## config.mk

```make
export PLATFORM = sky130hd
export DESIGN_NAME = serial_subtractor
export DESIGN_NICKNAME = d
export VERILOG_FILES = /design/src/rtl/serial_subtractor.sv
export SDC_FILE = /design/constraint.sdc
export NUM_CORES = 1
export LEC_CHECK = 0
export ABC_CLOCK_PERIOD_IN_PS = 1200
export BUFFER_PORTS_ARGS = -buffer_cell sky130_fd_sc_hd__buf_2
export CAP_MARGIN = 20
export CORE_MARGIN = 2
export CORE_UTILIZATION = 43
export DETAILED_ROUTE_END_ITERATION = 16
export PLACE_DENSITY = 0.67
export SLEW_MARGIN = 0
export SYNTH_ARGS = -nofsm -noshare
export SYNTH_HDL_FRONTEND = slang
export SYNTH_SLANG_ARGS = --single-unit
```

## constraint.sdc

```tcl
create_clock -name clk -period 1.2 [get_ports clk]
set_input_delay 0.24 -clock clk [delete_from_list [all_inputs] [get_ports clk]]
set_output_delay 0.24 -clock clk [all_outputs]
set_load 0.1 [all_outputs]
```

## src/rtl/serial_subtractor.sv

```systemverilog
`default_nettype none
// ============================================================================
// Module      : serial_subtractor
// Description : Bit-serial subtractor, diff = a - b - bin, one bit per clock
//               LSB first, with a start/busy/done handshake.
// Revision    : 1.0 - initial release
// ============================================================================
module serial_subtractor #(
    parameter int WIDTH = 8
) (
    input  logic             clk,
    input  logic             reset,
    input  logic             start,
    input  logic [WIDTH-1:0] a,
    input  logic [WIDTH-1:0] b,
    input  logic             bin,
    output logic             busy,
    output logic             done,
    output logic [WIDTH-1:0] diff,
    output logic             bout
);

    localparam int                c_cnt_w    = $clog2(WIDTH) + 1;
    localparam logic [c_cnt_w-1:0] c_last_cnt = c_cnt_w'(WIDTH - 1);
    localparam logic [c_cnt_w-1:0] c_cnt_one  = c_cnt_w'(1);

    typedef enum logic [1:0] {
        S_IDLE = 2'd0,
        S_RUN  = 2'd1,
        S_DONE = 2'd2
    } state_t;

    state_t             r_state_q, w_state_d;
    logic [WIDTH-1:0]   r_opa_q,   w_opa_d;
    logic [WIDTH-1:0]   r_opb_q,   w_opb_d;
    logic               r_br_q,    w_br_d;
    logic [c_cnt_w-1:0] r_cnt_q,   w_cnt_d;
    logic [WIDTH-1:0]   r_res_q,   w_res_d;
    logic [WIDTH-1:0]   r_diff_q,  w_diff_d;
    logic               r_bout_q,  w_bout_d;

    logic               w_bit_a;
    logic               w_bit_b;
    logic               w_dbit;
    logic               w_br_nxt;
    logic [WIDTH-1:0]   w_res_sh;

    // One full-subtractor slice on the current LSBs of the operand shifters
    assign w_bit_a  = r_opa_q[0];
    assign w_bit_b  = r_opb_q[0];
    assign w_dbit   = w_bit_a ^ w_bit_b ^ r_br_q;
    assign w_br_nxt = (~w_bit_a & w_bit_b) | (~(w_bit_a ^ w_bit_b) & r_br_q);

    always_comb begin
        w_res_sh            = r_res_q >> 1;
        w_res_sh[WIDTH-1]   = w_dbit;
    end

    always_comb begin
        w_state_d = r_state_q;
        w_opa_d   = r_opa_q;
        w_opb_d   = r_opb_q;
        w_br_d    = r_br_q;
        w_cnt_d   = r_cnt_q;
        w_res_d   = r_res_q;
        w_diff_d  = r_diff_q;
        w_bout_d  = r_bout_q;

        if (r_state_q == S_RUN) begin
            w_opa_d = r_opa_q >> 1;
            w_opb_d = r_opb_q >> 1;
            w_br_d  = w_br_nxt;
            w_res_d = w_res_sh;
            w_cnt_d = r_cnt_q + c_cnt_one;
            if (r_cnt_q == c_last_cnt) begin
                w_state_d = S_DONE;
                w_diff_d  = w_res_sh;
                w_bout_d  = w_br_nxt;
            end
        end else if (start) begin
            // IDLE or DONE: a new request is accepted, DONE gives back-to-back
            w_state_d = S_RUN;
            w_opa_d   = a;
            w_opb_d   = b;
            w_br_d    = bin;
            w_cnt_d   = '0;
            w_res_d   = '0;
        end else begin
            w_state_d = S_IDLE;
        end
    end

    always_ff @(posedge clk) begin
        if (reset) begin
            r_state_q <= S_IDLE;
            r_opa_q   <= '0;
            r_opb_q   <= '0;
            r_br_q    <= 1'b0;
            r_cnt_q   <= '0;
            r_res_q   <= '0;
            r_diff_q  <= '0;
            r_bout_q  <= 1'b0;
        end else begin
            r_state_q <= w_state_d;
            r_opa_q   <= w_opa_d;
            r_opb_q   <= w_opb_d;
            r_br_q    <= w_br_d;
            r_cnt_q   <= w_cnt_d;
            r_res_q   <= w_res_d;
            r_diff_q  <= w_diff_d;
            r_bout_q  <= w_bout_d;
        end
    end

    assign busy = (r_state_q == S_RUN);
    assign done = (r_state_q == S_DONE);
    assign diff = r_diff_q;
    assign bout = r_bout_q;

endmodule
`default_nettype wire

```

==> metrics.md, run 1 <==
| Metric | Value |
|---|---|
| Avg Synthesized Cell Area | 9.96 µm² |
| Total of max-cap violations | 0 |
| Vias in the first global route | 1354 |
| Number of different library cells in the post-synthesis netlist | 29 |
| First-pass GRT wire length | 5930 µm |
| Total power of the final layout | 2.58 mW |
| Placed cells | 243 |
| Crit Path Max Fanout | 2 |
| DR vias/cell | 5.19 |
| Number of antenna violations at the first check in global routing | 0 |
| Synthesized instance count | 159 |
| Number of buffers added to fix hold violations after cts | 0 |
| Total routing usage reported by global routing | 0.187 |
| Remaining number of nets flagged by the antenna check after routing | 0 |
| Final weighted congestion in routability-driven placement | 0.754 |
| Routed via count | 1319 |
| First-pass detailed-route iteration total | 6 |
| RSZ-0062 raised after global routing | yes |
| Number of rows created at floorplan | 22 |
| Residual overflow from global routing | 0 |
| Leading cell type in the layout, fill and taps excluded | dfxtp_1 |
| Pins Over Slew Limit | 0 |
| Setup_tns | -1120 ps |
| Slew headroom | 0.760 |
| Maximum operating frequency | 757 MHz |
| Final nets | 227 |
| Final count of negative-setup-slack endpoints | 13 |
| Sink Count | 39 |
| Share of the cycle needed by the critical path after routing | 1.10 |
| Post-layout minimum cycle time | 1320 ps |
| Clock Tree Root | clkbuf_8 |
| Die area | 4190 µm² |
| Final Hold Vio Count | 0 |
| Detailed Route WL | 3520 µm |
| Portion of synthesized cell area occupied by the leading cell type | 0.493 |
| Detailed-route wire length per cell | 13.9 µm |
| Area added between synthesis and finish | 39.7% |
| Crit. End Element | output port |
| CTS H-Tree Depth | 2 |
| Top-level port count | 31 |
| Maximum resistive drop on vdd | 0.702 mV |
| Clock latency at the later pin of the worst-skew pair | 290 ps |
| Number of inserted filler cells in the final layout | 282 |
| Port-buffer cells | 30 |
| Die span in x | 64.7 µm |
| Die span in y | 64.7 µm |
| Syn nets | 181 |
| Post-synth EDFFs | 0 |
| Leakage power | 0.924 nW |
| CORE AREA | 3610 µm² |
| Power Dens Cells | 1170 nW/µm² |
| Crit Path Class | flop to output port |
| Sequential cell area fraction in the yosys report | 0.493 |
| Number of clock buffers inserted by TritonCTS | 5 |
| Max Clock Skew | 2.37 ps |
| Clock-pin slew of the registers on the worst-case setup and hold paths | 70 ps |
| Post-Layout Cell Count | 254 |
| Top post-synthesis cells by area | dfxtp_1 49%, mux2i_1 10%, a211oi_1 7.1% |
| Clock Tree Buf Depth | 2 |
| Type of origin of the critical path | flop |
| Worst EP arrival | 1080 ps |
| Number of warnings printed during yosys synthesis | 0 |
| Post-synth top area cell | dfxtp_1 |
| Hold crit path type | input port to flop |
| Reg2reg path depth | 6 |
| Run status | finished with violations |
| Slew at the pin with the worst max-slew slack | 360 ps |
| Violations in the final reports | negative setup slack |
| Worst Slack Setup Final | -120 ps |
| Area of the mapped netlist | 1580 µm² |
| Hold WS | 156 ps |
| Worst Path Required | 960 ps |
| Most used DFF post-synth | dfxtp_1 |
| Number of synthesized register bits | 39 |
| CTS tree | done |
| Hold depth | 2 |
| Largest net degree at the start of global routing | 28 |
| Residual DRC count | 0 |
| Initial cell density of the core | 0.439 |
| Iteration-0 DRC Markers | 26 |
| Fraction of final layout cells sized beyond drive strength 1 | 0.393 |
| Share of synthesized flip-flops with an asynchronous set or reset | 0 |
| Post-DP HPWL | 2480 µm |
| Most used cells in the layout excluding fill and tap cells | 27 x dfxtp_1, 19 x buf_2, 16 x mux2i_1, 16 x buf_4, 15 x a211oi_1 |
| Final antenna diode count | 0 |
[synthesized netlist by cell type, types with 2 or more instances]
cell type  number
dfxtp_1        39
mux2i_1        16
a211oi_1       15
nor2_1         14
nand3_1        12
a21oi_1        10
a22o_1          9
nand2_1         9
buf_2           8
inv_1           5
buf_1           2
nand2b_1        2
nor3_1          2
[final cells by class]
cell class	count	area (µm²)	share of cell area
clock buffers	7	76.3	0.0345
flip-flops and latches	39	798	0.361
inverters	6	27.5	0.0124
multi-input cells	101	742	0.335
well taps	48	60.1	0.0271
clock inverters	1	5.00	0.00226
repair buffers	52	503	0.227
[power by group]
group          total [mW]  leakage [nW]  switching, mW  internal, mW
registers            1.39         0.325         0.0360          1.35
logic               0.356         0.557          0.187         0.169
clock network       0.840        0.0422          0.432         0.407
total                2.58         0.924          0.655          1.93
[critical path: stages, from the launching register on]
cell,delay (ps)
dfxtp_2,330
nand2b_4,140
clkinv_4,50
buf_6,110
buf_12,150
[repair_timing]
| item | 4_1_cts | 5_1_grt |
|---|---|---|
| pin swaps | 1 | 3 |
| endpoints found under the setup margin | 29 | 31 |
| gates resized for setup | 10 | 7 |
| gates cloned | 0 | 0 |
| buffers inserted | 2 | 1 |
[metal layers]
metal  vias up  GRT usage  routed length, µm
met5         -          0                  0
met4         0     0.0745                 44
met3         4     0.0625                155
met2        31      0.340               1830
met1       622      0.197               1490
li1        662          -                  -
[worst paths after layout]
kind / startpoint / to / slack [ps]
min reg2reg: r_res_q[4] / r_res_q[3] / 490
max: r_state_q[1] / busy / -120
max reg2reg: r_state_q[1] / diff[0] / -110
min: reset / r_opb_q[1] / 160
[per-stage QoR]
step           utilization  worst slack (ps)  instance area, µm²
2_1_floorplan            -              7.96                1620
3_3_place_gp         0.570             -44.2                2050
3_5_place_dp         0.570              -125                2050
4_1_cts              0.607              -130                2190
5_1_grt              0.613              -159                2210
6_report             0.613              -120                2210
[flip-flops by register name, indices dropped and copies added, names as in the netlist]
name       cells
diff           8
r_opa_q        8
r_opb_q        8
r_res_q        7
r_cnt_q        4
r_state_q      2
bout           1
r_br_q         1
[cells by family after synthesis]
| kind of cell | Yosys count | synth area share |
|---|---|---|
| AND/OR/NAND/NOR | 43 | 0.123 |
| multiplexers | 17 | 0.111 |
| AO/OA/AOI/OAI | 39 | 0.193 |
| adder cells (fa/ha/maj) | 2 | 0.0205 |
| buffers and inverters | 19 | 0.0600 |
| flip-flops | 39 | 0.493 |
Power figures use the tool's default switching activity.
==> run 2: changes to the inputs <==
--- a/config.mk
+++ b/config.mk
@@ -6,7 +6,7 @@
 export NUM_CORES = 1
 export LEC_CHECK = 0
 export ABC_CLOCK_PERIOD_IN_PS = 1200
-export BUFFER_PORTS_ARGS = -buffer_cell sky130_fd_sc_hd__buf_2
+export BUFFER_PORTS_ARGS = -buffer_cell sky130_fd_sc_hd__buf_4
 export CAP_MARGIN = 20
 export CORE_MARGIN = 2
 export CORE_UTILIZATION = 43
==> run 2 against run 1 <==
  * The flow still finishes with violations (negative setup slack)
  * Die area unchanged
  * Cell count down 1.2%
  * Clock power is 12% higher
  * Utilization decreased by 0.97 points
  * Non-clock buffer count fell by 3
  * First-iteration DRC count rose to 3.0 times the previous value
  * Wire length down 5.6%
==> metrics.md, run 2 (synthesis gave the netlist of run 1 again) <==
| Metric | Value |
|---|---|
| Port-buffer cells | 30 (unchanged) |
| First-pass detailed-route iteration total | 4 (-2) |
| Type of origin of the critical path | flop |
| Final weighted congestion in routability-driven placement | 0.738 (-2.1%) |
| Die span in y | 64.7 µm (unchanged) |
| CTS tree | done |
| Clock Tree Root | clkbuf_8 |
| Global-route met2 utilization | 0.307 (-0.0326) |
| Worst EP arrival | 1110 ps (+30 ps) |
| Final nets | 224 (-1.3%) |
| First-pass GRT wire length | 5730 µm (-3.4%) |
| CORE AREA | 3610 µm² (unchanged) |
| CTS H-Tree Depth | 2 (unchanged) |
| Remaining number of nets flagged by the antenna check after routing | 0 (unchanged) |
| Die area | 4190 µm² (unchanged) |
| Total power of the final layout | 2.72 mW (+5.1%) |
| Slew at the pin with the worst max-slew slack | 323 ps (-37.6 ps) |
| Worst Slack Setup Final | -149 ps (-28.4 ps) |
| Vias in the first global route | 1345 (-0.66%) |
| Area added between synthesis and finish | 37.4% |
| Sink Count | 39 (unchanged) |
| Initial cell density of the core | 0.439 (unchanged) |
| Top-level port count | 31 (unchanged) |
| Share of the cycle needed by the critical path after routing | 1.12 (+0.0237) |
| Run status | finished with violations |
| Iteration-0 DRC Markers | 78 (+200%) |
| Setup slack of the worst register-to-register path | -60 ps (+50 ps) |
| Number of inserted filler cells in the final layout | 312 (+11%) |
| Power Dens Cells | 1250 nW/µm² (+6.8%) |
| Clock-pin slew of the registers on the worst-case setup and hold paths | 80 ps (about the same) |
| Crit Path Max Fanout | 2 (unchanged) |
| Detailed-route wire length per cell | 13.2 µm (-4.5%) |
| Max Clock Skew | 7.91 ps (+5.54 ps) |
| Met3 capacity usage during global routing | 0.0469 (-0.0156) |
| Maximum operating frequency | 741 MHz (-2.1%) |
| Most used cells in the layout excluding fill and tap cells | 39 x buf_4, 27 x dfxtp_1, 16 x mux2i_1 |
| Worst Path Required | 960 ps (about the same) |
| Hold crit path type | input port to flop |
| Crit Path Class | flop to output port |
| Leakage power | 0.919 nW (-0.52%) |
| Crit. End Element | output port |
| Residual overflow from global routing | 0 (unchanged) |
| Fraction of final layout cells sized beyond drive strength 1 | 0.404 (+0.0107) |
| Final antenna diode count | 0 (unchanged) |
| Final count of negative-setup-slack endpoints | 11 (-2) |
| Number of antenna violations at the first check in global routing | 0 (unchanged) |
| Placed cells | 242 (-0.41%) |
| Post-layout minimum cycle time | 1350 ps (+28.4 ps) |
| DR vias/cell | 5.21 (+0.27%) |
| RSZ-0062 raised after global routing | yes |
| Final Hold Vio Count | 0 (unchanged) |
| Number of buffers added to fix hold violations after cts | 0 (unchanged) |
| Post-Layout Cell Count | 251 (-1.2%) |
| Slew headroom | 0.785 (+0.0251) |
| Routed via count | 1307 (-0.91%) |
| Number of clock buffers inserted by TritonCTS | 5 (unchanged) |
| Clock latency at the later pin of the worst-skew pair | 300 ps (about the same) |
| Pins Over Slew Limit | 0 (unchanged) |
| Setup_tns | -734 ps (+389 ps) |
| GR peak layer | met2 |
| Largest net degree at the start of global routing | 22 (-21%) |
| Clock Tree Buf Depth | 2 (unchanged) |
| Total of max-cap violations | 0 (unchanged) |
| GR met1 Demand/Resource | 0.209 (+0.0115) |
| Maximum resistive drop on vdd | 0.792 mV (+13%) |
| Total routing usage reported by global routing | 0.180 (-0.00677) |
| Violations in the final reports | negative setup slack |
| Number of rows created at floorplan | 22 (unchanged) |
| Die span in x | 64.7 µm (unchanged) |
| Post-DP HPWL | 2300 µm (-7.1%) |
| Leading cell type in the layout, fill and taps excluded | buf_4 |
| Detailed Route WL | 3320 µm (-5.6%) |
| Residual DRC count | 0 (unchanged) |
[run 2: changes by cell type in the layout (fill, tap and decap cells not counted), sizes merged]
| cell | before | now |
|---|---|---|
| buf | 52 | 49 |
| clkinvlp | 0 | 1 |
| clkinv | 2 | 1 |
| clkbuf | 7 | 6 |
| inv | 5 | 6 |
[run 2: per-stage QoR]
step           instance area, µm²  hold slack (ps)  setup slack (ps)   util
3_5_place_dp                 1960              447              -133  0.543
5_1_grt                      2180              282              -179  0.604
4_1_cts                      2150              229              -143  0.597
3_3_place_gp                 1960              444             -65.8  0.543
6_report                     2180              230              -149  0.604
2_1_floorplan                1620              435              7.96      -
[run 2: power by group]
group,internal [mW],total [mW],switching (mW),leakage [nW]
combinational,0.196,0.385,0.189,0.547
clock,0.469,0.945,0.476,0.0474
sequential,1.35,1.39,0.0340,0.324
[run 2: final timing paths]
path,from,end,cells after the start
max,r_state_q[1],busy,4
min,a[7],r_opa_q[7],3
max reg2reg,r_state_q[1],diff[7],6
min reg2reg,diff[4],diff[4],1
[run 2: cell type report]
cell class | instances | area [µm²] | share of cell area
Timing Repair Buffer | 49 | 444 | 0.204
Clock buffer | 6 | 82.6 | 0.0379
Clock inverter | 2 | 16.3 | 0.00747
Sequential cell | 39 | 796 | 0.366
Tap cell | 48 | 60.1 | 0.0276
Multi-Input combinational cell | 101 | 751 | 0.345
Inverter | 6 | 27.5 | 0.0126
[run 2: timing repair]
action                                  in CTS  in global routing
cloned                                       0                  0
endpoints found under the setup margin      35                 37
buffers inserted                             2                  0
resized for setup                           18                  9
pin swaps                                   12                  0
[run 2: worst max-delay path: stages, from the launching register on]
cell      delay (ps)
dfxtp_2          330
nand2b_4         160
inv_6             70
buf_6            100
buf_12           160
[run 2: layer usage]
metal | vias up | part of all wire
li1 | 653 | -
met1 | 615 | 0.43
met2 | 31 | 0.51
met3 | 8 | 0.046
met4 | 0 | 0.018
met5 | - | 0
